## config.mk

```make
export PLATFORM = sky130hd
export DESIGN_NAME = mips_cpu_fetch
export DESIGN_NICKNAME = d
export VERILOG_FILES = /design/src/rtl/mips_cpu_fetch.sv
export SDC_FILE = /design/constraint.sdc
export NUM_CORES = 1
export LEC_CHECK = 0
export CAP_MARGIN = 20
export CORE_MARGIN = 1.5
export CORE_UTILIZATION = 42
export CTS_CLUSTER_DIAMETER = 60
export DETAILED_ROUTE_END_ITERATION = 12
export HOLD_SLACK_MARGIN = 0.05
export MAX_ROUTING_LAYER = met4
export PLACE_DENSITY = 0.81
export SYNTH_ARGS = -nofsm -noshare
export SYNTH_HDL_FRONTEND = slang
export SYNTH_SLANG_ARGS = --single-unit
```

## constraint.sdc

```tcl
create_clock -name clk -period 2.5 [get_ports clk]
set_input_delay 0.5 -clock clk [delete_from_list [all_inputs] [get_ports clk]]
set_output_delay 0.5 -clock clk [all_outputs]
set_load 0.005 [all_outputs]
```

## src/rtl/mips_cpu_fetch.sv

```systemverilog
// Instruction-fetch responder: turns a PC into one Avalon-MM read and returns the word,
// pulsing the PC register's enable on completion and flagging misaligned or timed-out fetches.
module mips_cpu_fetch #(
    parameter int TIMEOUT_CYCLES = 1024,
    parameter bit SWAP_BYTES     = 1'b1
) (
    input  logic        clk,
    input  logic        reset,
    input  logic [31:0] pc,
    input  logic        fetch_req,
    input  logic        flush,
    output logic [31:0] instr,
    output logic        instr_valid,
    output logic        pc_enable,
    output logic [31:0] avm_address,
    output logic        avm_read,
    output logic [3:0]  avm_byteenable,
    input  logic        avm_waitrequest,
    input  logic [31:0] avm_readdata,
    output logic        fault,
    output logic [1:0]  fault_code
);

    localparam int WCW = $clog2(TIMEOUT_CYCLES);
    localparam logic [WCW-1:0] WAIT_LAST = WCW'(TIMEOUT_CYCLES - 1);

    typedef enum logic [1:0] {IDLE, REQ, DONE, ERR} state_t;

    state_t         state_q, state_d;
    logic [31:0]    avm_address_q, avm_address_d;
    logic           avm_read_q, avm_read_d;
    logic [3:0]     avm_byteenable_q, avm_byteenable_d;
    logic [31:0]    instr_q, instr_d;
    logic           instr_valid_q, instr_valid_d;
    logic           pc_enable_q, pc_enable_d;
    logic           fault_q, fault_d;
    logic [1:0]     fault_code_q, fault_code_d;
    logic [WCW-1:0] wait_cnt_q, wait_cnt_d;
    logic           flush_pending_q, flush_pending_d;
    logic [31:0]    read_word;

    // MIPS expects big-endian byte order; the bus delivers little-endian lanes
    assign read_word = SWAP_BYTES ? {avm_readdata[7:0], avm_readdata[15:8],
                                     avm_readdata[23:16], avm_readdata[31:24]}
                                  : avm_readdata;

    always_comb begin
        state_d         = state_q;
        avm_address_d   = avm_address_q;
        avm_read_d      = avm_read_q;
        instr_d         = instr_q;
        instr_valid_d   = 1'b0;
        pc_enable_d     = 1'b0;
        fault_d         = fault_q;
        fault_code_d    = fault_code_q;
        wait_cnt_d      = wait_cnt_q;
        flush_pending_d = flush_pending_q;

        case (state_q)
            IDLE: begin
                if (fetch_req) begin
                    if (pc[1:0] == 2'b00) begin
                        avm_address_d   = {pc[31:2], 2'b00};
                        avm_read_d      = 1'b1;
                        wait_cnt_d      = '0;
                        flush_pending_d = 1'b0;
                        state_d         = REQ;
                    end else begin
                        fault_d      = 1'b1;
                        fault_code_d = 2'b01;
                        state_d      = ERR;
                    end
                end
            end
            REQ: begin
                if (flush) begin
                    flush_pending_d = 1'b1;
                end
                if (!avm_waitrequest) begin
                    avm_read_d = 1'b0;
                    // A redirected fetch still finishes on the bus but its data is dropped
                    if (flush_pending_q || flush) begin
                        flush_pending_d = 1'b0;
                        state_d         = IDLE;
                    end else begin
                        instr_d = read_word;
                        state_d = DONE;
                    end
                end else begin
                    if (wait_cnt_q != '1) begin
                        wait_cnt_d = wait_cnt_q + 1'b1;
                    end
                    if (wait_cnt_q == WAIT_LAST) begin
                        avm_read_d   = 1'b0;
                        fault_d      = 1'b1;
                        fault_code_d = 2'b10;
                        state_d      = ERR;
                    end
                end
            end
            DONE: begin
                instr_valid_d   = 1'b1;
                pc_enable_d     = 1'b1;
                flush_pending_d = 1'b0;
                state_d         = IDLE;
            end
            ERR: begin
                avm_read_d = 1'b0;
                fault_d    = 1'b1;
            end
            default: state_d = IDLE;
        endcase

        avm_byteenable_d = avm_read_d ? 4'b1111 : 4'b0000;
    end

    always_ff @(posedge clk) begin
        if (!reset) begin
            state_q          <= IDLE;
            avm_address_q    <= '0;
            avm_read_q       <= 1'b0;
            avm_byteenable_q <= 4'b0000;
            instr_q          <= '0;
            instr_valid_q    <= 1'b0;
            pc_enable_q      <= 1'b0;
            fault_q          <= 1'b0;
            fault_code_q     <= 2'b00;
            wait_cnt_q       <= '0;
            flush_pending_q  <= 1'b0;
        end else begin
            state_q          <= state_d;
            avm_address_q    <= avm_address_d;
            avm_read_q       <= avm_read_d;
            avm_byteenable_q <= avm_byteenable_d;
            instr_q          <= instr_d;
            instr_valid_q    <= instr_valid_d;
            pc_enable_q      <= pc_enable_d;
            fault_q          <= fault_d;
            fault_code_q     <= fault_code_d;
            wait_cnt_q       <= wait_cnt_d;
            flush_pending_q  <= flush_pending_d;
        end
    end

    assign avm_address    = avm_address_q;
    assign avm_read       = avm_read_q;
    assign avm_byteenable = avm_byteenable_q;
    assign instr          = instr_q;
    assign instr_valid    = instr_valid_q;
    assign pc_enable      = pc_enable_q;
    assign fault          = fault_q;
    assign fault_code     = fault_code_q;

endmodule

```

==> report_table.html <==
<table>
<tr><th>Metric</th><th>Value</th></tr>
<tr><th colspan="2">Critical path</th></tr>
<tr><td>Combined buffer and inverter count along the critical path</td><td>2</td></tr>
<tr><td>Family with the most delay on the worst path</td><td>simple AND/OR/NAND/NOR gates</td></tr>
<tr><td>Sequence of cells on the critical path</td><td>inv_1, ha_1, nor2b_1, and2_1, buf_12, nand2_1, a21oi_1</td></tr>
<tr><td>WP data arrival</td><td>between 2 and 2.5 ns</td></tr>
<tr><td>Internal reg-to-reg setup slack</td><td>0.52 ns</td></tr>
<tr><td>Length in cells of the worst reg-to-reg path</td><td>7</td></tr>
<tr><td>Data required time at the worst endpoint</td><td>2.75 ns</td></tr>
<tr><td>Type of element launching the critical path</td><td>flop</td></tr>
<tr><td>Worst setup path endpoint</td><td>instr[0]</td></tr>
<tr><td>Worst-path fanout max</td><td>32</td></tr>
<tr><td>Startpoint of the worst-slack reg-to-reg timing path</td><td>state_q[1]</td></tr>
<tr><td>End of the worst register-to-register path</td><td>instr[0]</td></tr>
<tr><td>Launching element of the worst setup path</td><td>state_q[1]</td></tr>
<tr><td>Longest individual stage delay on the worst path</td><td>0.43 ns</td></tr>
<tr><td>CP Depth</td><td>7</td></tr>
<tr><td>Crit path kind</td><td>reg -&gt; reg</td></tr>
<tr><td>Worst path slowest cell</td><td>sky130_fd_sc_hd__nor2b_1</td></tr>
<tr><td>Endpoint class of the critical path</td><td>flop</td></tr>
<tr><th colspan="2">Clock tree</th></tr>
<tr><td>Number of sinks handled by clock tree synthesis</td><td>80</td></tr>
<tr><td>Post-CTS clock slew at the launch and capture registers of the worst setup and hold paths</td><td>0.08 ns</td></tr>
<tr><td>TritonCTS clock tree</td><td>done</td></tr>
<tr><td>Buffer cell driving the clock tree root</td><td>sky130_fd_sc_hd__clkbuf_8</td></tr>
<tr><td>Clock latency reported for the late side of the worst-skew pair</td><td>0.33 ns</td></tr>
<tr><td>Hold Buf Count CTS</td><td>0</td></tr>
<tr><td>TritonCTS Buffers</td><td>9</td></tr>
<tr><td>Number of buffers between clock root and the deepest sink</td><td>2</td></tr>
<tr><td>Post-CTS setup buffer count</td><td>0</td></tr>
<tr><td>Number of resized instances in the post-cts repair step</td><td>0</td></tr>
<tr><td>Deepest level of the CTS H-tree</td><td>3</td></tr>
<tr><th colspan="2">Outcome</th></tr>
<tr><td>Result of the run</td><td>completed</td></tr>
<tr><th colspan="2">STA</th></tr>
<tr><td>Post-layout minimum cycle time</td><td>between 1.5 and 2 ns</td></tr>
<tr><td>Number of failing hold endpoints at the final stage</td><td>0</td></tr>
<tr><td>Clock skew</td><td>0.00799 ns</td></tr>
<tr><td>RSZ-0062 raised after global routing</td><td>no</td></tr>
<tr><td>Setup Total Neg Slack</td><td>0 ns</td></tr>
<tr><td>Maximum clock rate</td><td>0.506 GHz</td></tr>
<tr><td>Final Slew Violations</td><td>0</td></tr>
<tr><td>Portion of the clock cycle consumed by the worst path in the final layout</td><td>0.790</td></tr>
<tr><td>Final count of negative-setup-slack endpoints</td><td>0</td></tr>
<tr><th colspan="2">Detailed routing</th></tr>
<tr><td>Pre-Repair DR Iteration Count</td><td>4</td></tr>
<tr><td>Overall via count from detail_route</td><td>between 3k and 4k</td></tr>
<tr><td>Average wire per standard cell</td><td>13.4 um</td></tr>
<tr><td>Via density</td><td>5.00</td></tr>
<tr><td>Number of antenna-violating nets in the routed design</td><td>0</td></tr>
<tr><td>Routed length on met3</td><td>703 um</td></tr>
<tr><td>WL met2</td><td>4160 um</td></tr>
<tr><td>Total length of routed wires</td><td>8670 um</td></tr>
<tr><td>Drt first-iter violations</td><td>104</td></tr>
<tr><td>Highest layer used for signal routing</td><td>met4</td></tr>
<tr><td>Met1 Wirelength</td><td>about 3700 um</td></tr>
<tr><td>DRC violations left</td><td>0</td></tr>
<tr><th colspan="2">Die</th></tr>
<tr><td>Placeable Area</td><td>a little under 0.008 sq mm</td></tr>
<tr><td>Die area</td><td>0.00847 sq mm</td></tr>
<tr><td>Die Span X</td><td>between 90 and 100 um</td></tr>
<tr><td>Effective utilization at floorplan</td><td>0.433</td></tr>
<tr><td>Chip Height</td><td>92.0 um</td></tr>
<tr><td>Number of top-level pins</td><td>143</td></tr>
<tr><td>Number of placement rows</td><td>32</td></tr>
<tr><th colspan="2">Placement</th></tr>
<tr><td>Count of input and output buffers</td><td>between 100 and 150</td></tr>
<tr><td>Detailed-placement wirelength estimate</td><td>6230 um</td></tr>
<tr><td>Instance count after placement with tap cells included</td><td>630</td></tr>
<tr><td>Area post-placement</td><td>0.00476 sq mm</td></tr>
<tr><td>Final GP Congestion</td><td>0.879</td></tr>
<tr><th colspan="2">Yosys</th></tr>
<tr><td>Synthesized instance count</td><td>413</td></tr>
<tr><td>Synth cell types</td><td>between 40 and 50</td></tr>
<tr><td>Mean instance size in the synthesized netlist</td><td>8.06 sq um</td></tr>
<tr><td>Sequential-to-total area share from yosys stat</td><td>0.481</td></tr>
<tr><td>YS warnings</td><td>0</td></tr>
<tr><td>Flops &amp; latches, synth</td><td>80</td></tr>
<tr><td>Syn Std Cell Area</td><td>0.00333 sq mm</td></tr>
<tr><th colspan="2">Pwr</th></tr>
<tr><td>Total power consumption of the routed design</td><td>0.00361 W</td></tr>
<tr><td>Pwr/cell area</td><td>roughly 700 mW/mm^2</td></tr>
<tr><td>Leakage power</td><td>1.76 nW</td></tr>
<tr><td>IR drop worst, VDD</td><td>0.359 mV</td></tr>
<tr><th colspan="2">Hold path</th></tr>
<tr><td>Hold path depth</td><td>2</td></tr>
<tr><td>Type of the most critical hold path</td><td>reg -&gt; reg</td></tr>
<tr><th colspan="2">Final layout</th></tr>
<tr><td>Commonest cells after routing, fill and taps aside</td><td>sky130_fd_sc_hd__nand2_1 (141), sky130_fd_sc_hd__clkdlybuf4s50_1 (140), sky130_fd_sc_hd__dfxtp_1 (80), sky130_fd_sc_hd__a21oi_1 (67), sky130_fd_sc_hd__clkbuf_8 (10)</td></tr>
<tr><td>Nets</td><td>613</td></tr>
<tr><td>Final cell count without fillers</td><td>645</td></tr>
<tr><td>Count of inserted antenna diode cells</td><td>0</td></tr>
<tr><td>Filler Cells Inserted</td><td>between 600 and 700</td></tr>
<tr><td>Multi-input logic area</td><td>0.00154 sq mm</td></tr>
<tr><td>Sequential cell area</td><td>roughly 0.0016 sq mm</td></tr>
<tr><td>Area of all placed cells without fillers</td><td>0.00501 sq mm</td></tr>
<tr><td>Area Overhead vs Synth</td><td>50.5%</td></tr>
<tr><td>Most common cell after layout, fill and taps aside</td><td>sky130_fd_sc_hd__nand2_1</td></tr>
<tr><td>Fraction of layout instances using a drive strength above 1</td><td>0.0755</td></tr>
<tr><th colspan="2">GRT</th></tr>
<tr><td>All-Layer GR Usage</td><td>0.214</td></tr>
<tr><td>Global-route wire length before repair</td><td>14100 um</td></tr>
<tr><td>Gr ovfl total</td><td>0</td></tr>
<tr><td>Vias in the first global route</td><td>approximately 3.0k</td></tr>
<tr><td>Largest net degree at the start of global routing</td><td>33</td></tr>
<tr><td>Number of antenna violations at the first check in global routing</td><td>0</td></tr>
<tr><th colspan="2">Job</th></tr>
<tr><td>Max-cap violations</td><td>0</td></tr>
</table>
-- where the power goes --
| part | leakage (nW) | internal [W] | switching [W] |
|---|---|---|---|
| clock | 0.115 | 0.000685 | 0.000451 |
| combinational | 0.996 | 0.000501 | 0.000542 |
| sequential | 0.648 | 0.00137 | 0.0000577 |
| total | 1.76 | 0.00256 | 0.00105 |
-- how the worst min path moves through the flow --
stage / startpoint / to / slack, ns
2_1_floorplan: fault / fault / 0.44
3_3_place_gp: fault / fault / 0.44
3_5_place_dp: fault / fault / 0.44
4_1_cts: fault / fault / 0.45
5_1_grt: instr[21] / instr[21] / 0.48
6_report: fault / fault / 0.45
-- synthesized netlist by cell type, drive strengths merged --
cell | count | share of area
nor3b | 5 | 0.011
o221a | 1 | 0.0034
ha | 5 | 0.019
or4 | 1 | 0.0034
nor4b | 1 | 0.0026
o211a | 1 | 0.0030
and2 | 4 | 0.0083
nor4 | 1 | 0.0019
nor2b | 1 | 0.0019
and3 | 9 | 0.018
buf | 13 | 0.028
a21boi | 2 | 0.0045
o21ai | 5 | 0.0075
inv | 3 | 0.0034
a21oi | 67 | 0.10
nand3 | 10 | 0.017
nand4 | 4 | 0.0075
nand2 | 141 | 0.16
o2bb2ai | 1 | 0.0026
o211ai | 3 | 0.0083
a211oi | 2 | 0.0083
and4b | 2 | 0.0064
nor2 | 6 | 0.0068
o21a | 2 | 0.0045
dfxtp | 80 | 0.48
o22ai | 2 | 0.0038
clkinv | 1 | 0.0011
a41o | 1 | 0.0030
o311a | 1 | 0.0030
a31oi | 1 | 0.0019
conb | 1 | 0.0011
or3b | 1 | 0.0026
clkbuf | 22 | 0.025
a41oi | 2 | 0.0053
or2 | 1 | 0.0019
o221ai | 6 | 0.025
nand2b | 3 | 0.0056
nand4b | 1 | 0.0026
-- routing by layer --
metal,up-vias,GRT usage
met1,1457,0.265
li1,1640,-
met2,118,0.335
met3,12,0.0589
met4,0,0.0782
met5,-,-
-- worst min-delay path, cell delays in order (launching register included) --
cell and delay [ns]:
sky130_fd_sc_hd__dfxtp_1 0.31, sky130_fd_sc_hd__inv_1 0.05, sky130_fd_sc_hd__a21oi_1 0.05
-- sequential cells by signal (all words and copies together), names as in the netlist, named ones only --
signal	count
wait_cnt_q	10
pc_enable	1
flush_pending_q	1
state_q	2
fault_code	2
avm_address	30
fault	1
instr	32
-- cells by family after synthesis --
kind of cell             share of synthesized area
adder cells (fa/ha/maj)                     0.0188
buffers and inverters                       0.0575
flip-flops                                   0.481
AO/OA/AOI/OAI                                0.185
AND/OR/NAND/NOR                              0.256
other                                      0.00113
-- layout make-up --
type | instances | area share
Sequential cell | 80 | 0.320
Timing Repair Buffer | 149 | 0.296
Clock buffer | 10 | 0.0275
Tap cell | 102 | 0.0255
Multi-Input combinational cell | 295 | 0.307
Clock inverter | 5 | 0.0210
Inverter | 4 | 0.00300
-- stage by stage --
step            util  setup slack, ns  hold WS, ns
2_1_floorplan      -            0.655        0.442
3_3_place_gp   0.620            0.254        0.439
3_5_place_dp   0.620            0.208        0.441
4_1_cts        0.651            0.521        0.453
5_1_grt        0.651            0.373        0.475
6_report       0.651            0.524        0.452
No activity file was read; power rests on OpenSTA's default activity.
